===== config.mk =====
export PLATFORM = sky130hd
export DESIGN_NAME = wb_write_arbiter_flat
export DESIGN_NICKNAME = d
export VERILOG_FILES = /design/src/rtl/wb_write_arbiter_if.sv /design/src/rtl/wb_write_arbiter.sv /design/src/flat_wrapper.sv
export SDC_FILE = /design/constraint.sdc
export NUM_CORES = 1
export LEC_CHECK = 0
export ABC_AREA = 1
export ABC_CLOCK_PERIOD_IN_PS = 2900
export BUFFER_PORTS_ARGS = -buffer_cell sky130_fd_sc_hd__buf_4
export CORE_ASPECT_RATIO = 0.6
export CORE_MARGIN = 5
export CORE_UTILIZATION = 25
export CTS_CLUSTER_SIZE = 12
export DETAILED_ROUTE_END_ITERATION = 7
export PLACE_DENSITY = 0.43
export SETUP_SLACK_MARGIN = 0.1
export SLEW_MARGIN = 5
export SYNTH_ARGS = -nofsm -noshare
export SYNTH_HDL_FRONTEND = slang
export SYNTH_SLANG_ARGS = --single-unit

===== constraint.sdc =====
create_clock -name clk -period 2.9 [get_ports clk]
set_input_delay 0.435 -clock clk [delete_from_list [all_inputs] [get_ports clk]]
set_output_delay 0.435 -clock clk [all_outputs]
set_load 0.05 [all_outputs]

===== src/rtl/wb_write_arbiter_if.sv =====
// Bundle of signals between WB stage / MDU / hazard logic and the write-port arbiter.
// Latency: none (wires only).
// Backpressure: MDU side uses valid/ready; WB side is held by stall_req.
interface wb_write_arbiter_if;
    logic        wb_reg_write;
    logic [4:0]  wb_dest;
    logic [31:0] wb_data;
    logic        mdu_valid;
    logic [4:0]  mdu_dest;
    logic [31:0] mdu_data;
    logic        mdu_ready;
    logic        rf_we;
    logic [4:0]  rf_waddr;
    logic [31:0] rf_wdata;
    logic        stall_req;
    logic [4:0]  chk_addr;
    logic        chk_pending;

    // Arbiter side
    modport slave (
        input  wb_reg_write, wb_dest, wb_data,
        input  mdu_valid, mdu_dest, mdu_data,
        input  chk_addr,
        output mdu_ready, rf_we, rf_waddr, rf_wdata, stall_req, chk_pending
    );

    // Pipeline / MDU / hazard side
    modport master (
        output wb_reg_write, wb_dest, wb_data,
        output mdu_valid, mdu_dest, mdu_data,
        output chk_addr,
        input  mdu_ready, rf_we, rf_waddr, rf_wdata, stall_req, chk_pending
    );
endinterface


===== src/rtl/wb_write_arbiter.sv =====
// Shares the register-file write port between WB (priority) and a small MDU result FIFO.
// Latency: WB request -> rf_we next cycle; MDU accept -> rf_we two cycles later at best.
// Backpressure: mdu_ready=!full; optional WB_ARB_STARVE_EN raises stall_req to let a starved head through.
module wb_write_arbiter #(
    parameter int DEPTH        = 2,
    parameter int STARVE_LIMIT = 8
) (
    input  logic clk,
    input  logic rst,
    wb_write_arbiter_if.slave bus
);
    localparam int AW = (DEPTH > 1) ? $clog2(DEPTH) : 1;

    logic [AW-1:0]    rd_ptr_q, rd_ptr_d, wr_ptr_q, wr_ptr_d;
    logic [AW:0]      cnt_q, cnt_d;
    logic [DEPTH-1:0] live_q, live_d;
    logic [4:0]       dest_q [DEPTH];
    logic [31:0]      data_q [DEPTH];

    logic        rf_we_q, rf_we_d;
    logic [4:0]  rf_waddr_q, rf_waddr_d;
    logic [31:0] rf_wdata_q, rf_wdata_d;
    logic        stall_q;

    logic full, head_vld, head_live, wb_req, pop, live_pop, push, pending;

    assign full      = (cnt_q == (AW+1)'(DEPTH));
    assign head_vld  = (cnt_q != '0);
    assign head_live = head_vld && live_q[rd_ptr_q];
    // A WB request is ignored while stall_req is up; the pipeline re-presents it.
    assign wb_req    = bus.wb_reg_write && (bus.wb_dest != 5'd0) && !stall_q;
    // Dead heads leave regardless of WB; live heads only when WB does not take the port.
    assign pop       = head_vld && (!head_live || !wb_req);
    assign live_pop  = pop && head_live;
    assign push      = bus.mdu_valid && bus.mdu_ready && (bus.mdu_dest != 5'd0);

    // FIFO bookkeeping, supersede marking and port selection
    always_comb begin
        live_d = live_q;
        for (int i = 0; i < DEPTH; i++) begin
            if (wb_req && dest_q[i] == bus.wb_dest) live_d[i] = 1'b0;
        end
        if (pop)  live_d[rd_ptr_q] = 1'b0;
        if (push) live_d[wr_ptr_q] = 1'b1;

        rd_ptr_d = pop  ? rd_ptr_q + AW'(1) : rd_ptr_q;
        wr_ptr_d = push ? wr_ptr_q + AW'(1) : wr_ptr_q;
        cnt_d    = cnt_q + (AW+1)'(push) - (AW+1)'(pop);

        rf_we_d    = 1'b0;
        rf_waddr_d = rf_waddr_q;
        rf_wdata_d = rf_wdata_q;
        if (wb_req) begin
            rf_we_d    = 1'b1;
            rf_waddr_d = bus.wb_dest;
            rf_wdata_d = bus.wb_data;
        end else if (live_pop) begin
            rf_we_d    = 1'b1;
            rf_waddr_d = dest_q[rd_ptr_q];
            rf_wdata_d = data_q[rd_ptr_q];
        end
    end

    // Control state with synchronous reset
    always_ff @(posedge clk) begin
        if (rst) begin
            rd_ptr_q   <= '0;
            wr_ptr_q   <= '0;
            cnt_q      <= '0;
            live_q     <= '0;
            rf_we_q    <= 1'b0;
            rf_waddr_q <= 5'd0;
            rf_wdata_q <= 32'd0;
        end else begin
            rd_ptr_q   <= rd_ptr_d;
            wr_ptr_q   <= wr_ptr_d;
            cnt_q      <= cnt_d;
            live_q     <= live_d;
            rf_we_q    <= rf_we_d;
            rf_waddr_q <= rf_waddr_d;
            rf_wdata_q <= rf_wdata_d;
        end
    end

    // Payload storage; validity is tracked by cnt_q/live_q so no reset needed
    always_ff @(posedge clk) begin
        if (push) begin
            dest_q[wr_ptr_q] <= bus.mdu_dest;
            data_q[wr_ptr_q] <= bus.mdu_data;
        end
    end

`ifdef WB_ARB_STARVE_EN
    localparam int SW = $clog2(STARVE_LIMIT + 1);
    logic [SW-1:0] starve_q, starve_d;
    logic          stall_d;

    // Count cycles a live head is passed over; arm stall when the limit is reached
    always_comb begin
        starve_d = '0;
        stall_d  = 1'b0;
        if (head_live && !pop) begin
            starve_d = starve_q + SW'(1);
            stall_d  = (starve_d == SW'(STARVE_LIMIT));
        end
    end

    // Starvation counter and stall request registers
    always_ff @(posedge clk) begin
        if (rst) begin
            starve_q <= '0;
            stall_q  <= 1'b0;
        end else begin
            starve_q <= starve_d;
            stall_q  <= stall_d;
        end
    end
`else
    assign stall_q = 1'b0;
`endif

    // Hazard lookup over live entries only; $0 is never a hazard
    always_comb begin
        pending = 1'b0;
        for (int i = 0; i < DEPTH; i++) begin
            if (live_q[i] && dest_q[i] == bus.chk_addr) pending = 1'b1;
        end
    end

    assign bus.chk_pending = pending && (bus.chk_addr != 5'd0);
    assign bus.mdu_ready   = !rst && !full;
    assign bus.rf_we       = rf_we_q;
    assign bus.rf_waddr    = rf_waddr_q;
    assign bus.rf_wdata    = rf_wdata_q;
    assign bus.stall_req   = stall_q;
endmodule


===== src/flat_wrapper.sv =====
// flat-port wrapper written by rule: the top's interface ports become plain ports
module wb_write_arbiter_flat 
#(
    parameter int DEPTH        = 2,
    parameter int STARVE_LIMIT = 8
)
  (clk, rst, bus_wb_reg_write, bus_wb_dest, bus_wb_data, bus_mdu_valid, bus_mdu_dest, bus_mdu_data, bus_chk_addr, bus_mdu_ready, bus_rf_we, bus_rf_waddr, bus_rf_wdata, bus_stall_req, bus_chk_pending);
  wb_write_arbiter_if bus_i ();
  input  logic clk;
  input  logic rst;
  input wire logic [$bits(bus_i.wb_reg_write)-1:0] bus_wb_reg_write;
  input wire logic [$bits(bus_i.wb_dest)-1:0] bus_wb_dest;
  input wire logic [$bits(bus_i.wb_data)-1:0] bus_wb_data;
  input wire logic [$bits(bus_i.mdu_valid)-1:0] bus_mdu_valid;
  input wire logic [$bits(bus_i.mdu_dest)-1:0] bus_mdu_dest;
  input wire logic [$bits(bus_i.mdu_data)-1:0] bus_mdu_data;
  input wire logic [$bits(bus_i.chk_addr)-1:0] bus_chk_addr;
  output wire logic [$bits(bus_i.mdu_ready)-1:0] bus_mdu_ready;
  output wire logic [$bits(bus_i.rf_we)-1:0] bus_rf_we;
  output wire logic [$bits(bus_i.rf_waddr)-1:0] bus_rf_waddr;
  output wire logic [$bits(bus_i.rf_wdata)-1:0] bus_rf_wdata;
  output wire logic [$bits(bus_i.stall_req)-1:0] bus_stall_req;
  output wire logic [$bits(bus_i.chk_pending)-1:0] bus_chk_pending;
  assign bus_i.wb_reg_write = bus_wb_reg_write;
  assign bus_i.wb_dest = bus_wb_dest;
  assign bus_i.wb_data = bus_wb_data;
  assign bus_i.mdu_valid = bus_mdu_valid;
  assign bus_i.mdu_dest = bus_mdu_dest;
  assign bus_i.mdu_data = bus_mdu_data;
  assign bus_i.chk_addr = bus_chk_addr;
  assign bus_mdu_ready = bus_i.mdu_ready;
  assign bus_rf_we = bus_i.rf_we;
  assign bus_rf_waddr = bus_i.rf_waddr;
  assign bus_rf_wdata = bus_i.rf_wdata;
  assign bus_stall_req = bus_i.stall_req;
  assign bus_chk_pending = bus_i.chk_pending;
  wb_write_arbiter #(.DEPTH(DEPTH), .STARVE_LIMIT(STARVE_LIMIT)) u_core (.clk(clk), .rst(rst), .bus(bus_i));
endmodule

==> impl_summary.log, run 1 <==
[metrics] Cell Rows: 40
[metrics] Min Clock Period, post-route: 2150 ps
[metrics] Slowest cell on crit path: edfxtp_1
[metrics] drt drc: 0
[metrics] via count of the first global-routing pass: 4,007
[metrics] Reg clk slew, reported paths: 60 ps
[metrics] Tightest Pin Transition: 1220 ps
[metrics] final hold violation count: 0
[metrics] number of antenna-violating nets in the routed design: 0
[metrics] most frequent cells after synthesis: nand2_1, edfxtp_1, inv_1
[metrics] DRC marker count from the first detailed-route iteration: 218
[metrics] top_reg_cell synth: edfxtp_1
[metrics] post-synthesis instance area: 5160 µm²
[metrics] net count of the finished layout: just under 800
[metrics] number of maximum-capacitance constraint violations: 0
[metrics] Worst Path Arrival: around 1700 ps
[metrics] EDFF count, synth: 74
[metrics] detailed-route wire length: 14,600 µm
[metrics] floorplan die width: 196 µm
[metrics] share of the clock period used by the worst path after layout: 74.1%
[metrics] number of distinct library cells after synthesis: 30
[metrics] sequential-to-total area share from yosys stat: around three fifths
[metrics] Yosys warning total: 0
[metrics] P_leak: 3.21 nW
[metrics] number of ports placed on the die boundary: 124
[metrics] Bufs on Longest Clock Path: 2
[metrics] Die Y-Extent: roughly 120 µm
[metrics] global-route wire length before repair: around 22,000 µm
[metrics] TritonCTS clock tree: built
[metrics] count of instances resized after the clock tree is built: 0
[metrics] critical path fanouts, max: 4
[metrics] layout cell share with drive strength beyond 1: 26.4%
[metrics] final setup fails: 0
[metrics] number of inserted filler cells in the final layout: between 2,000 and 2,500
[metrics] count of buffers from port buffering: 122
[metrics] Worst VDD drop: 0.378 mV
[metrics] Slowest Stage Delay on Critical Path: 380 ps
[metrics] clock skew after layout: 8.37 ps
[metrics] effective utilization at floorplan: approximately a quarter
[metrics] clock sink count: about 120
[metrics] sequential cell area in the final layout: 3120 µm²
[metrics] cells traversed along the worst timing path: inv_1, o21ai_0, nor2_1, nand4_1, a21oi_1, buf_4
[metrics] PwrDens: 665 nW/µm²
[metrics] pin count of the biggest net entering global routing: 42
[metrics] source-to-sink clock delay at the later pin of the worst-skew pair: about 400 ps
[metrics] kind of launch point of the worst setup path: flip-flop
[metrics] endpoint type of the worst setup path: output port
[metrics] gate count of the mapped netlist: roughly 580
[metrics] initial antenna violation count: 0
[metrics] required time reported for the critical path endpoint: 2470 ps
[metrics] average via count per standard cell: 4.12
[metrics] ANT cells: 0
[metrics] HPWL after detailed placement: 9800 µm
[metrics] headroom to the max-slew limit: 18.4%
[metrics] final-report max-slew violation count: 0
[metrics] Async S/R FF share, synth: 0%
[metrics] first-pass iteration count of the detailed router: 5
[metrics] final total power: between 4 and 5 mW
[metrics] worst hold path type: input pin to flip-flop
[metrics] unrepaired setup endpoints after global routing: no
[metrics] GRT Overall Usage: 12.3%
[metrics] net count of the mapped netlist: 662
[metrics] buffer cell driving the clock tree root: clkbuf_16
[metrics] final weighted congestion in routability-driven placement: around 0.84
[metrics] H-tree levels: 4
[metrics] Placeable Area: 20,200 µm²
[metrics] post-CTS setup buffers: 0
[metrics] final global-route overflow total: 0
[metrics] Peak Freq: 465 MHz
[metrics] Die Outline Area: 23,700 µm²
[metrics] most common cell in the synthesized netlist: nand2_1
[metrics] Yosys top cell by area: edfxtp_1
[metrics] Multi-input gate area: 1680 µm²
[metrics] cts bufs inserted: 17
[metrics] mean instance size in the synthesized netlist: 8.94 µm²
[metrics] worst setup path class: flip-flop to output port
[metrics] Yosys reg bits: ~120
[metrics] CTS hold repair buffers: 0
[metrics] run status: finished, final reports clean
[metrics] ranking of synthesized cells by area: edfxtp_1, nand2_1, dfxtp_1
[metrics] area growth from synthesis to layout: 34.2%
[metrics] fraction of post-synthesis cell area in the top cell type by area: a little over two fifths
[metrics] Setup TNS Final: 0 ps
[metrics] routed length per placed instance: 14.8 µm
[metrics] Vias: 4,067
==> cell families (layout without fill, tap and decap cells) <==
kind of cell             count (synthesis)  after routing  synth area share (%)
AO/OA/AOI/OAI                           22             22                  2.25
XOR/XNOR                                10             10                  1.70
adder cells (fa/ha/maj)                  1              1                 0.242
buffers and inverters                   84            219                  7.24
flip-flops                             119            119                  60.5
multiplexers                             1              1                 0.194
other                                    1              1                0.0726
AND/OR/NAND/NOR                        340            340                  27.8
==> cell usage in the layout, fill, tap and decap left out, types with 2 or more instances in the layout <==
cell        count
nand2_1       244
buf_4         125
edfxtp_1       74
inv_1          57
nand3_1        45
dfxtp_1        44
nand2_2        22
nor2_1         17
clkbuf_16      17
o21ai_0         9
a21oi_1         9
xnor2_1         8
nand4_1         4
bufinv_16       4
inv_2           3
o22ai_1         3
nand2_4         3
nor2_4          2
inv_6           2
xor2_1          2
clkbuf_1        2
clkinv_2        2
clkinvlp_4      2
clkinv_4        2
clkinv_1        2
==> metrics by stage <==
step	util [%]	setup slack, ps	cell area (µm²)	hold WS (ps)	cells
3_3_place_gp	31.3	569	6320	471	954
3_5_place_dp	31.3	520	6320	461	954
5_1_grt	34.4	508	6930	187	986
4_1_cts	34.4	706	6930	187	986
6_report	34.4	751	6930	210	986
2_1_floorplan	-	16.0	5170	439	578
==> cell type report <==
class	count	area share, %
clock buffer	19	6.25
clock inverter	13	2.58
inverter	62	3.47
multi-input combinational	375	24.2
sequential	119	45.1
tap	273	4.93
timing repair buffer	125	13.5
==> critical path, delay by kind of cell, from the launching register on <==
| family | cells | cell delay (ps) |
|---|---|---|
| compound gates | 2 | 330 |
| buf+inv | 2 | 370 |
| flops | 1 | 380 |
| simple gates | 2 | 230 |
==> report_power, final <==
part           leakage, nW  internal [mW]  switching, mW  total (mW)
logic                 1.86          0.184          0.326       0.511
clock network        0.292           1.43          0.762        2.20
registers             1.05           1.87         0.0333        1.91
==> sequential cells by signal (all words and copies together) (netlist names), named ones only <==
register / cells
u_core.rd_ptr_q: 1
u_core.cnt_q: 2
u_core.wr_ptr_q: 1
u_core.data_q: 64
u_core.bus.rf_we: 1
u_core.live_q: 2
u_core.bus.rf_waddr: 5
u_core.dest_q: 10
u_core.bus.rf_wdata: 32
==> path summary, 6_finish.rpt <==
check                           slack (ps)  cells after the start                   end           startpoint
worst max-delay path                   750                      6       bus_chk_pending  u_core.dest_q[0][3]
worst min-delay path                   210                      1  u_core.data_q[1][20]     bus_mdu_data[20]
worst max register to register         760                      3   u_core.dest_q[1][2]      u_core.cnt_q[1]
worst min register to register         500                      2       u_core.wr_ptr_q      u_core.wr_ptr_q
==> layer usage <==
| layer | vias up | share of wire, % | global-route usage, % |
|---|---|---|---|
| li1 | 2069 | - | - |
| met2 | 120 | 42 | 17.6 |
| met5 | - | 0 | 0 |
| met4 | 0 | 0.38 | 3.14 |
| met3 | 6 | 6.7 | 4.36 |
| met1 | 1872 | 50 | 17.7 |
No activity file was read; power rests on OpenSTA's default activity.
==> inputs of run 2 (changes only) <==
--- a/config.mk
+++ b/config.mk
@@ -5,15 +5,15 @@
 export SDC_FILE = /design/constraint.sdc
 export NUM_CORES = 1
 export LEC_CHECK = 0
-export ABC_AREA = 1
-export ABC_CLOCK_PERIOD_IN_PS = 2900
+export ABC_AREA = 0
+export ABC_CLOCK_PERIOD_IN_PS = 1700
 export BUFFER_PORTS_ARGS = -buffer_cell sky130_fd_sc_hd__buf_4
 export CORE_ASPECT_RATIO = 0.6
 export CORE_MARGIN = 5
 export CORE_UTILIZATION = 25
 export CTS_CLUSTER_SIZE = 12
 export DETAILED_ROUTE_END_ITERATION = 7
-export PLACE_DENSITY = 0.43
+export PLACE_DENSITY = 0.45
 export SETUP_SLACK_MARGIN = 0.1
 export SLEW_MARGIN = 5
 export SYNTH_ARGS = -nofsm -noshare
==> constraint.sdc (replaced) <==
create_clock -name clk -period 1.7 [get_ports clk]
set_input_delay 0.255 -clock clk [delete_from_list [all_inputs] [get_ports clk]]
set_output_delay 0.255 -clock clk [all_outputs]
set_load 0.05 [all_outputs]
==> impl_summary.log, run 2 <==
[metrics] net count of the mapped netlist: 448 (-32%)
[metrics] Buf/Inv on CP: 1 (-1)
[metrics] run status: complete, but fails checks
[metrics] Setup TNS Final: -362 ps (-362 ps)
[metrics] Peak Freq: 485 MHz
[metrics] highest-count cells in the layout ignoring fill and taps: buf_4, edfxtp_1, dfxtp_1
[metrics] P_leak: 2.67 nW (-17%)
[metrics] global-route wire length before repair: 21,100 µm (-5.2%)
[metrics] switching power as a share of total power: 23.5% (-0.80 points)
[metrics] Die Outline Area: 23,400 µm² (-1.2%)
[metrics] number of antenna-violating nets in the routed design: 0 (unchanged)
[metrics] source-to-sink clock delay at the later pin of the worst-skew pair: 410 ps (about the same)
[metrics] power dissipated by switching net loads: 1.85 mW (+65%)
[metrics] Top reg by flops: u_core.data_q
[metrics] GR Util met1: 17.9% (+0.19 points)
[metrics] Yosys reg bits: 119 (unchanged)
[metrics] most common cell in the synthesized netlist: edfxtp_1
[metrics] EDFF count, synth: 74 (unchanged)
[metrics] met3 usage: 5.35% (+0.99 points)
[metrics] count of buffers from port buffering: 122 (unchanged)
[metrics] Async S/R FF share, synth: 0% (unchanged)
[metrics] worst setup slack after placement: -26.4 ps (-546 ps)
[metrics] endpoint type of the worst setup path: output port
[metrics] initial antenna violation count: 0 (unchanged)
[metrics] PwrDens: 1080 nW/µm² (+63%)
[metrics] number of ports placed on the die boundary: 124 (unchanged)
[metrics] Yosys top cell by area: edfxtp_1
[metrics] Int Pwr: 6.00 mW (+72%)
[metrics] DRC marker count from the first detailed-route iteration: 136 (-38%)
[metrics] first-pass iteration count of the detailed router: 4 (-1)
[metrics] floorplan die width: 194 µm (-0.62%)
[metrics] pin count of the biggest net entering global routing: 39 (-7.1%)
[metrics] combinational share of power: 13.0% (+1.9 points)
[metrics] sequential-to-total area share from yosys stat: 61.3% (+0.80 points)
[metrics] Yosys warning total: 0 (unchanged)
[metrics] HPWL after detailed placement: 9670 µm (-1.3%)
[metrics] cells traversed along the worst timing path: xor2_1, nor4_1, nand3_1, a21oi_4, buf_6
[metrics] max FFs per register: 64 (unchanged)
[metrics] ANT cells: 0 (unchanged)
[metrics] layout cell share with drive strength beyond 1: 48.7% (+22 points)
[metrics] top cell family by delay on the critical path: simple AND/OR/NAND/NOR gates
[metrics] most crowded layer after global routing: met1
[metrics] Placeable Area: 20,000 µm² (-0.74%)
[metrics] required time reported for the critical path endpoint: 1440 ps (-1030 ps)
[metrics] final core occ: 36.2% (+1.8 points)
[metrics] Worst VDD drop: 0.621 mV (+64%)
[metrics] final-report max-slew violation count: 0 (unchanged)
[metrics] TritonCTS clock tree: built
[metrics] register share of total power: 41.6% (+0.3 points)
[metrics] routed length per placed instance: 17.2 µm (+16%)
[metrics] cts bufs inserted: 17 (unchanged)
[metrics] leading cell type in the layout, fill and taps excluded: buf_4
[metrics] top_reg_cell synth: edfxtp_1
[metrics] share of the clock period used by the worst path after layout: 121%
[metrics] number of distinct library cells after synthesis: 45 (+50%)
[metrics] Min Clock Period, post-route: 2060 ps
[metrics] net count of the finished layout: 601 (-23%)
[metrics] Clock power frac: 45.4% (-2.2 points)
[metrics] gate count of the mapped netlist: 364 (-37%)
[metrics] via count of the first global-routing pass: 3,497 (-13%)
[metrics] clock sink count: 119 (unchanged)
[metrics] final setup fails: 1 (+1)
[metrics] Slowest Stage Delay on Critical Path: 420 ps (+40 ps)
[metrics] post-synthesis instance area: 5100 µm² (-1.3%)
[metrics] worst setup path class: flip-flop to output port
[metrics] area growth from synthesis to layout: 42.2%
[metrics] kind of launch point of the worst setup path: flip-flop
[metrics] Die Y-Extent: 121 µm (-0.60%)
[metrics] Hold Worst Slack: 34.8 ps (-175 ps)
[metrics] GRT Overall Usage: 12.0% (-0.36 points)
[metrics] detailed-route wire length: 13,800 µm (-5.5%)
[metrics] Cell Rows: 40 (unchanged)
[metrics] number of maximum-capacitance constraint violations: 0 (unchanged)
[metrics] mean instance size in the synthesized netlist: 14.0 µm² (+57%)
[metrics] final hold violation count: 0 (unchanged)
[metrics] drt drc: 0 (unchanged)
[metrics] M2 GR Usage: 15.7% (-1.9 points)
[metrics] fraction of post-synthesis cell area in the top cell type by area: 43.6% (+0.57 points)
[metrics] final weighted congestion in routability-driven placement: 0.799 (-5.0%)
[metrics] final global-route overflow total: 0 (unchanged)
[metrics] Worst Path Arrival: 1810 ps (+100 ps)
[metrics] average via count per standard cell: 4.27 (+3.4%)
[metrics] setup ws final: -362 ps (-1110 ps)
[metrics] Bufs on Longest Clock Path: 2 (unchanged)
[metrics] most frequent cells after synthesis: edfxtp_1, dfxtp_1, mux2i_1
[metrics] violated checks: negative setup slack
[metrics] effective utilization at floorplan: 25.5% (-0.15 points)
[metrics] Reg clk slew, reported paths: 50 ps (about the same)
[metrics] H-tree levels: 4 (unchanged)
[metrics] clock skew after layout: 11.2 ps (+2.83 ps)
[metrics] ranking of synthesized cells by area: edfxtp_1, dfxtp_1, mux2i_1
[metrics] buffer cell driving the clock tree root: clkbuf_16
[metrics] Vias: 3,426 (-16%)
[metrics] critical path fanouts, max: 2 (-2)
[metrics] worst hold path type: input pin to flip-flop
[metrics] unrepaired setup endpoints after global routing: yes
[metrics] Slowest cell on crit path: edfxtp_1
[metrics] final total power: 7.85 mW (+70%)
==> run 2: changes by cell type after synthesis, moves of 6 or more <==
cell      change
o22ai_1      +10
mux2i_1      +37
o22ai_2      +20
mux2_1        +6
nand2_1     -207
nand2_2      -22
nor2_1       -11
xor2_1       +11
inv_1        -56
clkbuf_1      -7
nand3_1      -36
o21ai_0       -8
mux2_2       +32
==> run 2: cells by family (layout without fill, tap and decap cells) <==
logic type               count (synthesis)  in the layout  synth area share [%]
adder cells (fa/ha/maj)                  1              1                 0.245
multiplexers                            76             76                  15.9
AO/OA/AOI/OAI                           52             52                  9.23
flip-flops                             119            119                  61.3
buffers and inverters                   24            190                  3.24
XOR/XNOR                                20             20                  3.44
other                                    1              1                0.0736
AND/OR/NAND/NOR                         71             71                  6.65
==> run 2: per-stage QoR <==
| stage | area [µm²] | cells |
|---|---|---|
| finish | 7250 | 803 |
| global placement | 6520 | 760 |
| floorplan | 5160 | 364 |
| detailed placement | 6520 | 760 |
| CTS | 7180 | 798 |
| global route | 7250 | 803 |
==> run 2: power by group through the flow <==
stage / registers [mW] / clock network (mW) / logic (mW)
after floorplan: 3.52 / 0 / 0.378
after global placement: 3.32 / 0 / 0.997
after detailed placement: 3.33 / 0 / 1.00
after CTS: 3.27 / 3.66 / 1.02
after global routing: 3.28 / 3.83 / 1.09
final: 3.27 / 3.56 / 1.02
==> run 2: path summary, 6_finish.rpt <==
check                                             from                endpoint  slack [ps]  depth (start not counted)
worst min register to register  u_core.bus.rf_waddr[3]  u_core.bus.rf_waddr[3]         540                          2
worst min-delay path                   bus_mdu_data[5]     u_core.data_q[1][5]          30                          1
worst max register to register         u_core.rd_ptr_q         u_core.cnt_q[1]         170                          7
worst max-delay path               u_core.dest_q[0][3]         bus_chk_pending        -360                          5
==> run 2: area by class of cell <==
class / count / area (µm²)
tap: 273 / 342
clock inverter: 10 / 128
fill: 1965 / 12800
clock buffer: 22 / 464
multi-input combinational: 221 / 1910
timing repair buffer: 155 / 1260
sequential: 119 / 3130
inverter: 3 / 15.0
==> run 2: repair_timing <==
action / CTS / global route
endpoints found under the setup margin: 4 / 7
cloned: 0 / 0
setup buffers: 6 / 3
gates resized for setup: 6 / 7
pin swaps: 8 / 4
endpoints found under the hold margin: 0 / 4
hold buffers: 0 / 2
==> run 2: worst register-to-register path: cells and delay by family (launching register included) <==
kind,cells,cell delay [ps]
AOI/OAI and AO/OA,2,260
adders and majority gates,1,160
DFF,1,360
muxes,2,560
and+or+nand+nor,2,120
==> run 2: routing by layer <==
metal,routed length (µm),part of all wire (%)
met1,7520,54
met2,5370,39
met3,855,6.2
met4,72,0.52
met5,0,0
==> inputs of run 3 (changes only) <==
--- a/config.mk
+++ b/config.mk
@@ -9,11 +9,11 @@
 export ABC_CLOCK_PERIOD_IN_PS = 1700
 export BUFFER_PORTS_ARGS = -buffer_cell sky130_fd_sc_hd__buf_4
 export CORE_ASPECT_RATIO = 0.6
-export CORE_MARGIN = 5
-export CORE_UTILIZATION = 25
+export CORE_MARGIN = 1
+export CORE_UTILIZATION = 30
 export CTS_CLUSTER_SIZE = 12
 export DETAILED_ROUTE_END_ITERATION = 7
-export PLACE_DENSITY = 0.45
+export PLACE_DENSITY = 0.52
 export SETUP_SLACK_MARGIN = 0.1
 export SLEW_MARGIN = 5
 export SYNTH_ARGS = -nofsm -noshare
==> impl_summary.log, run 3 (synthesis results as in run 2) <==
[metrics] Worst VDD drop: 0.508 mV (-18%)
[metrics] source-to-sink clock delay at the later pin of the worst-skew pair: 400 ps (about the same)
[metrics] worst hold path type: input pin to flip-flop
[metrics] cts bufs inserted: 17 (unchanged)
[metrics] Die Outline Area: 17,500 µm² (-25%)
[metrics] Reg clk slew, reported paths: 60 ps (about the same)
[metrics] WHS Path Cells: 1 (unchanged)
[metrics] Cell Rows: 36 (-10%)
[metrics] worst hold start: bus_mdu_data[9]
[metrics] final hold violation count: 0 (unchanged)
[metrics] final setup fails: 1 (unchanged)
[metrics] Vias: 3,388 (-1.1%)
[metrics] unrepaired setup endpoints after global routing: yes
[metrics] Die Y-Extent: 103 µm (-15%)
[metrics] Bufs on Longest Clock Path: 2 (unchanged)
[metrics] capture instance of the worst register-to-register path: u_core.cnt_q[1]
[metrics] global-route wire length before repair: 19,500 µm (-7.6%)
[metrics] worst setup path class: flip-flop to output port
[metrics] via count of the first global-routing pass: 3,497 (unchanged)
[metrics] initial antenna violation count: 0 (unchanged)
[metrics] Worst Path Arrival: 1810 ps (about the same)
[metrics] Setup TNS Final: -366 ps (-3.96 ps)
[metrics] setup ws final: -366 ps (-3.96 ps)
[metrics] kind of launch point of the worst setup path: flip-flop
[metrics] GRT Overall Usage: 15.2% (+3.3 points)
[metrics] final core occ: 43.8% (+7.6 points)
[metrics] Top reg by flops: u_core.data_q
[metrics] final global-route overflow total: 0 (unchanged)
[metrics] worst reg2reg setup slack: 110 ps (-60 ps)
[metrics] drt drc: 0 (unchanged)
[metrics] critical path fanouts, max: 2 (unchanged)
[metrics] required time reported for the critical path endpoint: 1440 ps (about the same)
[metrics] violated checks: negative setup slack
[metrics] run status: complete, but fails checks
[metrics] Reg2Reg Depth: 7 (unchanged)
[metrics] first-pass iteration count of the detailed router: 4 (unchanged)
[metrics] leading cell type in the layout, fill and taps excluded: buf_4
[metrics] net count of the finished layout: 599 (-0.33%)
[metrics] count of buffers from port buffering: 122 (unchanged)
[metrics] number of maximum-capacitance constraint violations: 0 (unchanged)
[metrics] final weighted congestion in routability-driven placement: 0.802 (+0.39%)
[metrics] average via count per standard cell: 4.48 (+5.0%)
[metrics] routed length per placed instance: 16.9 µm (-1.6%)
[metrics] PwrDens: 1080 nW/µm² (-0.21%)
[metrics] buffer cell driving the clock tree root: clkbuf_16
[metrics] clock sink count: 119 (unchanged)
[metrics] final std cell area, no fill: 7200 µm² (-0.62%)
[metrics] layout cell share with drive strength beyond 1: 48.7% (about the same)
[metrics] clock skew after layout: 8.66 ps (-2.54 ps)
[metrics] end of the worst hold path: u_core.data_q[0][9]
[metrics] P_leak: 2.66 nW (-0.29%)
[metrics] pin count of the biggest net entering global routing: 39 (unchanged)
[metrics] Reg-to-Reg Start: u_core.rd_ptr_q
[metrics] number of antenna-violating nets in the routed design: 0 (unchanged)
[metrics] CTS hold repair buffers: 0 (unchanged)
[metrics] final total power: 7.79 mW (-0.83%)
[metrics] effective utilization at floorplan: 31.0% (+5.5 points)
[metrics] HPWL after detailed placement: 8900 µm (-7.9%)
[metrics] Peak Freq: 484 MHz (-0.19%)
[metrics] final-report max-slew violation count: 0 (unchanged)
[metrics] Placeable Area: 16,400 µm² (-18%)
[metrics] highest-count cells in the layout ignoring fill and taps: buf_4, edfxtp_1, dfxtp_1
[metrics] detailed-route wire length: 12,800 µm (-7.4%)
[metrics] number of ports placed on the die boundary: 124 (unchanged)
[metrics] H-tree levels: 4 (unchanged)
[metrics] share of the clock period used by the worst path after layout: 122% (+0.23 points)
[metrics] DRC marker count from the first detailed-route iteration: 145 (+6.6%)
[metrics] floorplan die width: 170 µm (-12%)
[metrics] Min Clock Period, post-route: 2070 ps (+3.96 ps)
[metrics] area growth from synthesis to layout: 41.3%
[metrics] endpoint type of the worst setup path: output port
[metrics] TritonCTS clock tree: built
[metrics] ANT cells: 0 (unchanged)
[metrics] max FFs per register: 64 (unchanged)
[metrics] placed instance area: 6540 µm² (+0.33%)
## run 3: cell types whose count changed in the layout (fill, tap and decap cells not counted), sizes merged
| cell | previous run | this run |
|---|---|---|
| clkbuf | 22 | 19 |
| clkinvlp | 3 | 6 |
| dlygate4sd3 | 2 | 0 |
| inv | 2 | 4 |
| buf | 153 | 152 |
| bufinv | 3 | 2 |
## run 3: final cells by class
cell class | count | area, µm²
Clock buffer | 18 | 429
Clock inverter | 14 | 153
Fill cell | 1550 | 9240
Inverter | 3 | 15.0
Multi-Input combinational cell | 221 | 1900
Sequential cell | 119 | 3130
Tap cell | 228 | 285
Timing Repair Buffer | 153 | 1290
## run 3: through the flow
step           setup WS, ps  std cells  hold slack, ps
2_1_floorplan          57.9        364             354
3_3_place_gp          -44.8        722             442
3_5_place_dp          -26.3        722             444
4_1_cts                -390        754            14.8
5_1_grt                -476        756            8.68
6_report               -366        756            31.4
## run 3: worst max-delay path by stage
stage	start	endpoint	slack (ps)	cells past startpoint
2_1_floorplan	u_core.rd_ptr_q	u_core.cnt_q[1]	60	8
3_5_place_dp	u_core.dest_q[1][4]	bus_chk_pending	-30	5
3_3_place_gp	u_core.dest_q[1][1]	bus_chk_pending	-40	5
4_1_cts	u_core.dest_q[1][1]	bus_chk_pending	-390	5
5_1_grt	u_core.dest_q[0][2]	bus_chk_pending	-480	5
6_report	u_core.dest_q[1][1]	bus_chk_pending	-370	5
## run 3: critical path: stages (launching register included)
cell	delay, ps
edfxtp_1	410
xor2_1	170
nor4_2	290
nand3_1	160
a21oi_4	200
buf_6	180
## run 3: timing repair
| item | 4_1_cts | 5_1_grt |
|---|---|---|
| buffers inserted | 0 | 1 |
| pin swaps | 1 | 4 |
| setup endpoints to repair | 3 | 45 |
| resized for setup | 5 | 7 |
| cloned | 0 | 1 |
## run 3: routing by layer
metal	GRT usage (%)	share of wire, %	up-vias
li1	-	-	1662
met5	0	0	-
met2	21.8	42	93
met3	4.57	5.3	10
met4	5.20	0.82	0
met1	21.8	52	1623
## run 3: where the power goes
group          leakage, nW  internal (mW)  switching (mW)
Combinational         1.34          0.447           0.573
Clock                0.268           2.17            1.33
Sequential            1.05           3.20          0.0641
